$ cat src/rtl/imem_loader.sv
// Instruction-memory loader: receives a framed byte stream (length, program, checksum),
// writes the program bytes into IMEM, and holds the CPU until a frame passes its checksum.
module imem_loader #(
  parameter int unsigned          ADDR_W       = 8,
  parameter logic [ADDR_W-1:0]    BASE_ADDR    = '0,
  parameter int unsigned          TIMEOUT      = 1000,
  parameter bit                   RUN_ON_RESET = 1'b0
) (
  input  logic              clock,
  input  logic              reset_n,
  input  logic              load_start,
  input  logic              in_valid,
  input  logic [7:0]        in_data,
  output logic              in_ready,
  output logic              imem_we,
  output logic [ADDR_W-1:0] imem_addr,
  output logic [7:0]        imem_wdata,
  output logic              cpu_run,
  output logic              pc_rst,
  output logic              load_done,
  output logic              load_err
);

  localparam int unsigned TW = (TIMEOUT > 1) ? $clog2(TIMEOUT) : 1;

  typedef enum logic [2:0] {
    S_IDLE,
    S_HEADER,
    S_LOAD,
    S_CHECK,
    S_DONE,
    S_ERROR
  } state_e;

  state_e            state_q, state_d;
  logic              in_ready_q, in_ready_d;
  logic              imem_we_q, imem_we_d;
  logic [ADDR_W-1:0] imem_addr_q, imem_addr_d;
  logic [7:0]        imem_wdata_q, imem_wdata_d;
  logic              cpu_run_q, cpu_run_d;
  logic              pc_rst_q, pc_rst_d;
  logic              load_done_q, load_done_d;
  logic              load_err_q, load_err_d;
  logic [8:0]        count_q, count_d;
  logic [7:0]        sum_q, sum_d;
  logic [ADDR_W-1:0] idx_q, idx_d;
  logic [TW-1:0]     timer_q, timer_d;

  logic       xfer;
  logic       active;
  logic [7:0] chk_sum;

  always_comb begin
    state_d      = state_q;
    imem_we_d    = 1'b0;
    imem_addr_d  = imem_addr_q;
    imem_wdata_d = imem_wdata_q;
    cpu_run_d    = cpu_run_q;
    pc_rst_d     = 1'b0;
    load_done_d  = load_done_q;
    load_err_d   = load_err_q;
    count_d      = count_q;
    sum_d        = sum_q;
    idx_d        = idx_q;
    timer_d      = timer_q;
    xfer         = in_valid & in_ready_q;
    active       = (state_q == S_HEADER) || (state_q == S_LOAD) || (state_q == S_CHECK);
    chk_sum      = sum_q + in_data;

    case (state_q)
      S_IDLE, S_DONE, S_ERROR: begin
        if (load_start) begin
          state_d     = S_HEADER;
          cpu_run_d   = 1'b0;
          load_done_d = 1'b0;
          load_err_d  = 1'b0;
          timer_d     = '0;
        end
      end
      S_HEADER: begin
        if (xfer) begin
          count_d = (in_data == 8'd0) ? 9'd256 : {1'b0, in_data};
          sum_d   = '0;
          idx_d   = '0;
          state_d = S_LOAD;
        end
      end
      S_LOAD: begin
        if (xfer) begin
          imem_we_d    = 1'b1;
          imem_addr_d  = BASE_ADDR + idx_q;
          imem_wdata_d = in_data;
          sum_d        = chk_sum;
          idx_d        = idx_q + 1'b1;
          count_d      = count_q - 9'd1;
          if (count_q == 9'd1) state_d = S_CHECK;
        end
      end
      S_CHECK: begin
        if (xfer) begin
          if (chk_sum == 8'd0) begin
            state_d     = S_DONE;
            cpu_run_d   = 1'b1;
            load_done_d = 1'b1;
            pc_rst_d    = 1'b1;
          end else begin
            state_d    = S_ERROR;
            cpu_run_d  = 1'b0;
            load_err_d = 1'b1;
          end
        end
      end
      default: state_d = S_IDLE;
    endcase

    // Inactivity watchdog runs only while a frame is open; any transfer rearms it.
    if (active) begin
      if (xfer) begin
        timer_d = '0;
      end else if (timer_q == TW'(TIMEOUT - 1)) begin
        state_d    = S_ERROR;
        cpu_run_d  = 1'b0;
        load_err_d = 1'b1;
        timer_d    = '0;
      end else begin
        timer_d = timer_q + 1'b1;
      end
    end

    in_ready_d = (state_d == S_HEADER) || (state_d == S_LOAD) || (state_d == S_CHECK);
  end

  always_ff @(posedge clock or negedge reset_n) begin
    if (!reset_n) begin
      state_q      <= S_IDLE;
      in_ready_q   <= 1'b0;
      imem_we_q    <= 1'b0;
      imem_addr_q  <= BASE_ADDR;
      imem_wdata_q <= '0;
      cpu_run_q    <= RUN_ON_RESET;
      pc_rst_q     <= 1'b0;
      load_done_q  <= 1'b0;
      load_err_q   <= 1'b0;
      count_q      <= '0;
      sum_q        <= '0;
      idx_q        <= '0;
      timer_q      <= '0;
    end else begin
      state_q      <= state_d;
      in_ready_q   <= in_ready_d;
      imem_we_q    <= imem_we_d;
      imem_addr_q  <= imem_addr_d;
      imem_wdata_q <= imem_wdata_d;
      cpu_run_q    <= cpu_run_d;
      pc_rst_q     <= pc_rst_d;
      load_done_q  <= load_done_d;
      load_err_q   <= load_err_d;
      count_q      <= count_d;
      sum_q        <= sum_d;
      idx_q        <= idx_d;
      timer_q      <= timer_d;
    end
  end

  assign in_ready   = in_ready_q;
  assign imem_we    = imem_we_q;
  assign imem_addr  = imem_addr_q;
  assign imem_wdata = imem_wdata_q;
  assign cpu_run    = cpu_run_q;
  assign pc_rst     = pc_rst_q;
  assign load_done  = load_done_q;
  assign load_err   = load_err_q;

endmodule

$ cat config.mk
export PLATFORM = sky130hd
export DESIGN_NAME = imem_loader
export DESIGN_NICKNAME = d
export VERILOG_FILES = /design/src/rtl/imem_loader.sv
export SDC_FILE = /design/constraint.sdc
export NUM_CORES = 1
export LEC_CHECK = 0
export ABC_CLOCK_PERIOD_IN_PS = 3800
export CORE_MARGIN = 4
export CORE_UTILIZATION = 60
export CTS_BUF_LIST = sky130_fd_sc_hd__clkbuf_16
export DETAILED_ROUTE_END_ITERATION = 7
export PLACE_DENSITY_LB_ADDON = 0.15
export SKIP_LAST_GASP = 1
export SLEW_MARGIN = 15
export SYNTH_ARGS = -nofsm -noshare
export SYNTH_HDL_FRONTEND = slang
export SYNTH_SLANG_ARGS = --single-unit
$ cat constraint.sdc
create_clock -name clock -period 3.8 [get_ports clock]
set_input_delay 0.57 -clock clock [delete_from_list [all_inputs] [get_ports clock]]
set_output_delay 0.57 -clock clock [all_outputs]
set_load 0.05 [all_outputs]
==> impl_metrics.py <==
metrics = {
    "floorplan": {
        "die_w_um": 80.62,
        "dieArea_um2": 6500,
        "die_y_um": 80.62,
        "rows": 26,
        "initial_core_util_pct": 61.95,
        "core_area_um2": 5107,
        "io_pins": 34,
    },
    "setup_path": {
        "crit_chain": "clkdlybuf4s50_1 > ha_1 > fa_1 > a211oi_1 > o21ba_2 > o221ai_1 > nor3_1 > and3_2",
        "path_buf_inv": 1,
        "critPathArrivalTime_ns": 3.32,
        "cp_slowest_cell": "clkdlybuf4s50_1",
        "cp_slowest_stage_delay_ns": 0.49,
        "worstPathMaxFanout": 4,
        "worstPathRequired_ns": 4.06,
        "critical_path_class": "in -> reg",
        "path_delay_family": "compound AO/OA/AOI/OAI gates",
        "startpoint_type": "input port",
        "cp-end-kind": "flop",
    },
    "clocking": {
        "clk_pin_slew_worst_paths_ns": 0.05,
        "cts.sinks": 60,
        "cts_made_buffers": 9,
        "cts_tree": "built",
        "hold_buffers": 0,
        "ctsLongestPathBuffers": 2,
        "htree_levels": 3,
        "cts_setup_buffers": 0,
        "cts_root_buffer": "clkbuf_16",
        "cts_resized": 0,
        "clk_latency_ns": 0.33,
    },
    "global_routing": {
        "grt_max_degree": 40,
        "antenna_found_initial": 0,
        "grt_pass1_vias": 2724,
        "grt_usage_pct": 26.76,
        "grt_overflow": 0,
        "grt_pass1_wl_um": 13160,
    },
    "status": {
        "outcome": "finished clean",
    },
    "pwr": {
        "power_density_nw_per_um2": 811.6,
        "power_leakage_nw": 1.756,
        "ir_drop_mv": 0.5128,
    },
    "timing": {
        "finalCriticalPeriod_ns": 3.056,
        "fin_crit_sh_pct": 80.41,
        "setup_viol": 0,
        "fin_skew_ns": 0.006605,
        "relSlewSlack_pct": 42.82,
        "hold_viol": 0,
        "drv_slew": 0,
        "fmax_mhz": 327.3,
        "tns_ns": 0,
        "worst_slew_pin_slew_ns": 0.8577,
        "rsz0062_at_grt": "no",
    },
    "logic_synthesis": {
        "ys.flop_type": "dfrtp_1",
        "synth_area_um2": 3164,
        "synth_cells": 337,
        "synth_edf_count": 0,
        "ys_seq_area_share_pct": 47.45,
        "synth_seq_cells": 60,
        "async_flop_share_pct": 100.0,
        "yosysWarnings": 0,
        "syn_nets": 361,
        "synth_cell_types": 65,
        "post_synth.cell_area_avg_um2": 9.390,
    },
    "drt": {
        "drtIter0Drc": 196,
        "antenna_left": 0,
        "wl_per_cell_um": 17.23,
        "drc_errors": 0,
        "avgViaCountPerCell": 6.091,
        "firstDrtPassIters": 5,
        "vias": 2741,
        "wl_um": 7755,
    },
    "final_layout": {
        "area_growth_pct": 21.87,
        "antenna-diode-count": 0,
        "fin_nets": 399,
        "layout-drive-gt1-share_pct": 8.947,
        "filler_cell_count": 364,
        "fin_cells": 450,
        "post-route-util_pct": 75.50,
    },
    "placement": {
        "dp_cells": 434,
        "port_buffers": 33,
        "gp_congestion": 0.8590,
        "dp_hpwl_um": 4969,
    },
    "min_path": {
        "hp-class": "in -> async",
    },
    "flow_run": {
        "cap_violations": 0,
    },
}
## routing by layer
layer	global-route usage (%)	up-vias	routed length, um
met5	0	-	0
met4	13.18	0	233
met3	4.484	20	410
met2	43.87	108	3786
met1	34.19	1328	3326
li1	-	1285	-
## cells in the mapped netlist (5+ instances only)
library cell	instances	share of area, %
nor3_1	12	1.9
a22o_1	7	1.9
ha_1	11	4.3
nand3_1	8	1.3
xnor2_1	7	1.9
a21oi_1	10	1.6
nor2_1	25	3.0
o21ai_0	24	3.8
inv_1	7	0.83
dfrtp_1	60	47
nand2_1	76	9.0
and3_1	5	0.99
## flip-flops by register name (all words and copies together), names as in the netlist, 3 cells and up
name	flops
timer_q	10
state_q	3
imem_addr	8
idx_q	8
sum_q	8
count_q	9
imem_wdata	8
## report_power, final
group,switching (mW),internal [mW]
Clock,0.280,0.564
Sequential,0.178,0.824
Combinational,0.811,0.473
## worst reg2reg max path, stage by stage (launching register included)
cell      delay [ns]
dfrtp_1         0.40
ha_1            0.23
fa_1            0.40
a211oi_1        0.47
o21ba_2         0.24
o221ai_1        0.15
nor3_1          0.45
and3_2          0.27
## cell type report
| type | count | area (um^2) | share of cell area [%] |
|---|---|---|---|
| multi-input cells | 261 | 1587 | 41.14 |
| flip-flops and latches | 60 | 1501 | 38.94 |
| clock inverters | 7 | 81.33 | 2.109 |
| inverters | 7 | 26.28 | 0.6814 |
| well taps | 70 | 87.58 | 2.271 |
| clock buffers | 9 | 225.2 | 5.840 |
| repair buffers | 36 | 347.8 | 9.020 |
## cell usage in the layout, fill, tap and decap left out, types with 5 or more instances in the layout
cell type / Yosys / layout
a21oi_1: 10 / 10
a22o_1: 7 / 7
and3_1: 5 / 5
clkbuf_16: 0 / 9
clkdlybuf4s50_1: 0 / 32
dfrtp_1: 60 / 60
ha_1: 11 / 11
inv_1: 7 / 7
nand2_1: 76 / 76
nand3_1: 8 / 8
nor2_1: 25 / 25
nor3_1: 12 / 12
o21ai_0: 24 / 24
xnor2_1: 7 / 7
## cells by family (layout without fill, tap and decap cells)
group / after synthesis / count (layout) / synth area share, %
buffers and inverters: 16 / 59 / 2.412
AOI/OAI and AO/OA: 75 / 75 / 16.37
and+or+nand+nor: 160 / 160 / 24.75
DFF: 60 / 60 / 47.45
adders and majority gates: 12 / 12 / 4.982
muxes: 3 / 3 / 0.9885
xor gates and xnor gates: 11 / 11 / 3.045
## final timing paths
check                              start       endpoint  slack [ns]  depth (start not counted)
max                           in_data[0]         pc_rst        0.74                          8
min                              reset_n        imem_we        0.36                          1
max reg2reg                     sum_q[0]         pc_rst        1.13                          7
min reg2reg                imem_wdata[6]  imem_wdata[6]        0.47                          2
max in group asynchronous        reset_n     state_q[2]        2.62                          2
min in group clock         imem_wdata[6]  imem_wdata[6]        0.47                          2
## per-stage QoR
step / hold WS, ns / total power, mW / area (um^2) / worst slack, ns
6_report: 0.3557 / 3.130 / 3856 / 0.7443
3_5_place_dp: 0.4617 / 2.256 / 3550 / 0.5284
4_1_cts: 0.3869 / 3.126 / 3856 / 0.7291
5_1_grt: 0.4309 / 3.321 / 3856 / 0.5729
3_3_place_gp: 0.4571 / 2.205 / 3550 / 0.5977
2_1_floorplan: 0.2744 / 1.916 / 3164 / 1.374
No activity file was read; power rests on OpenSTA's default activity.
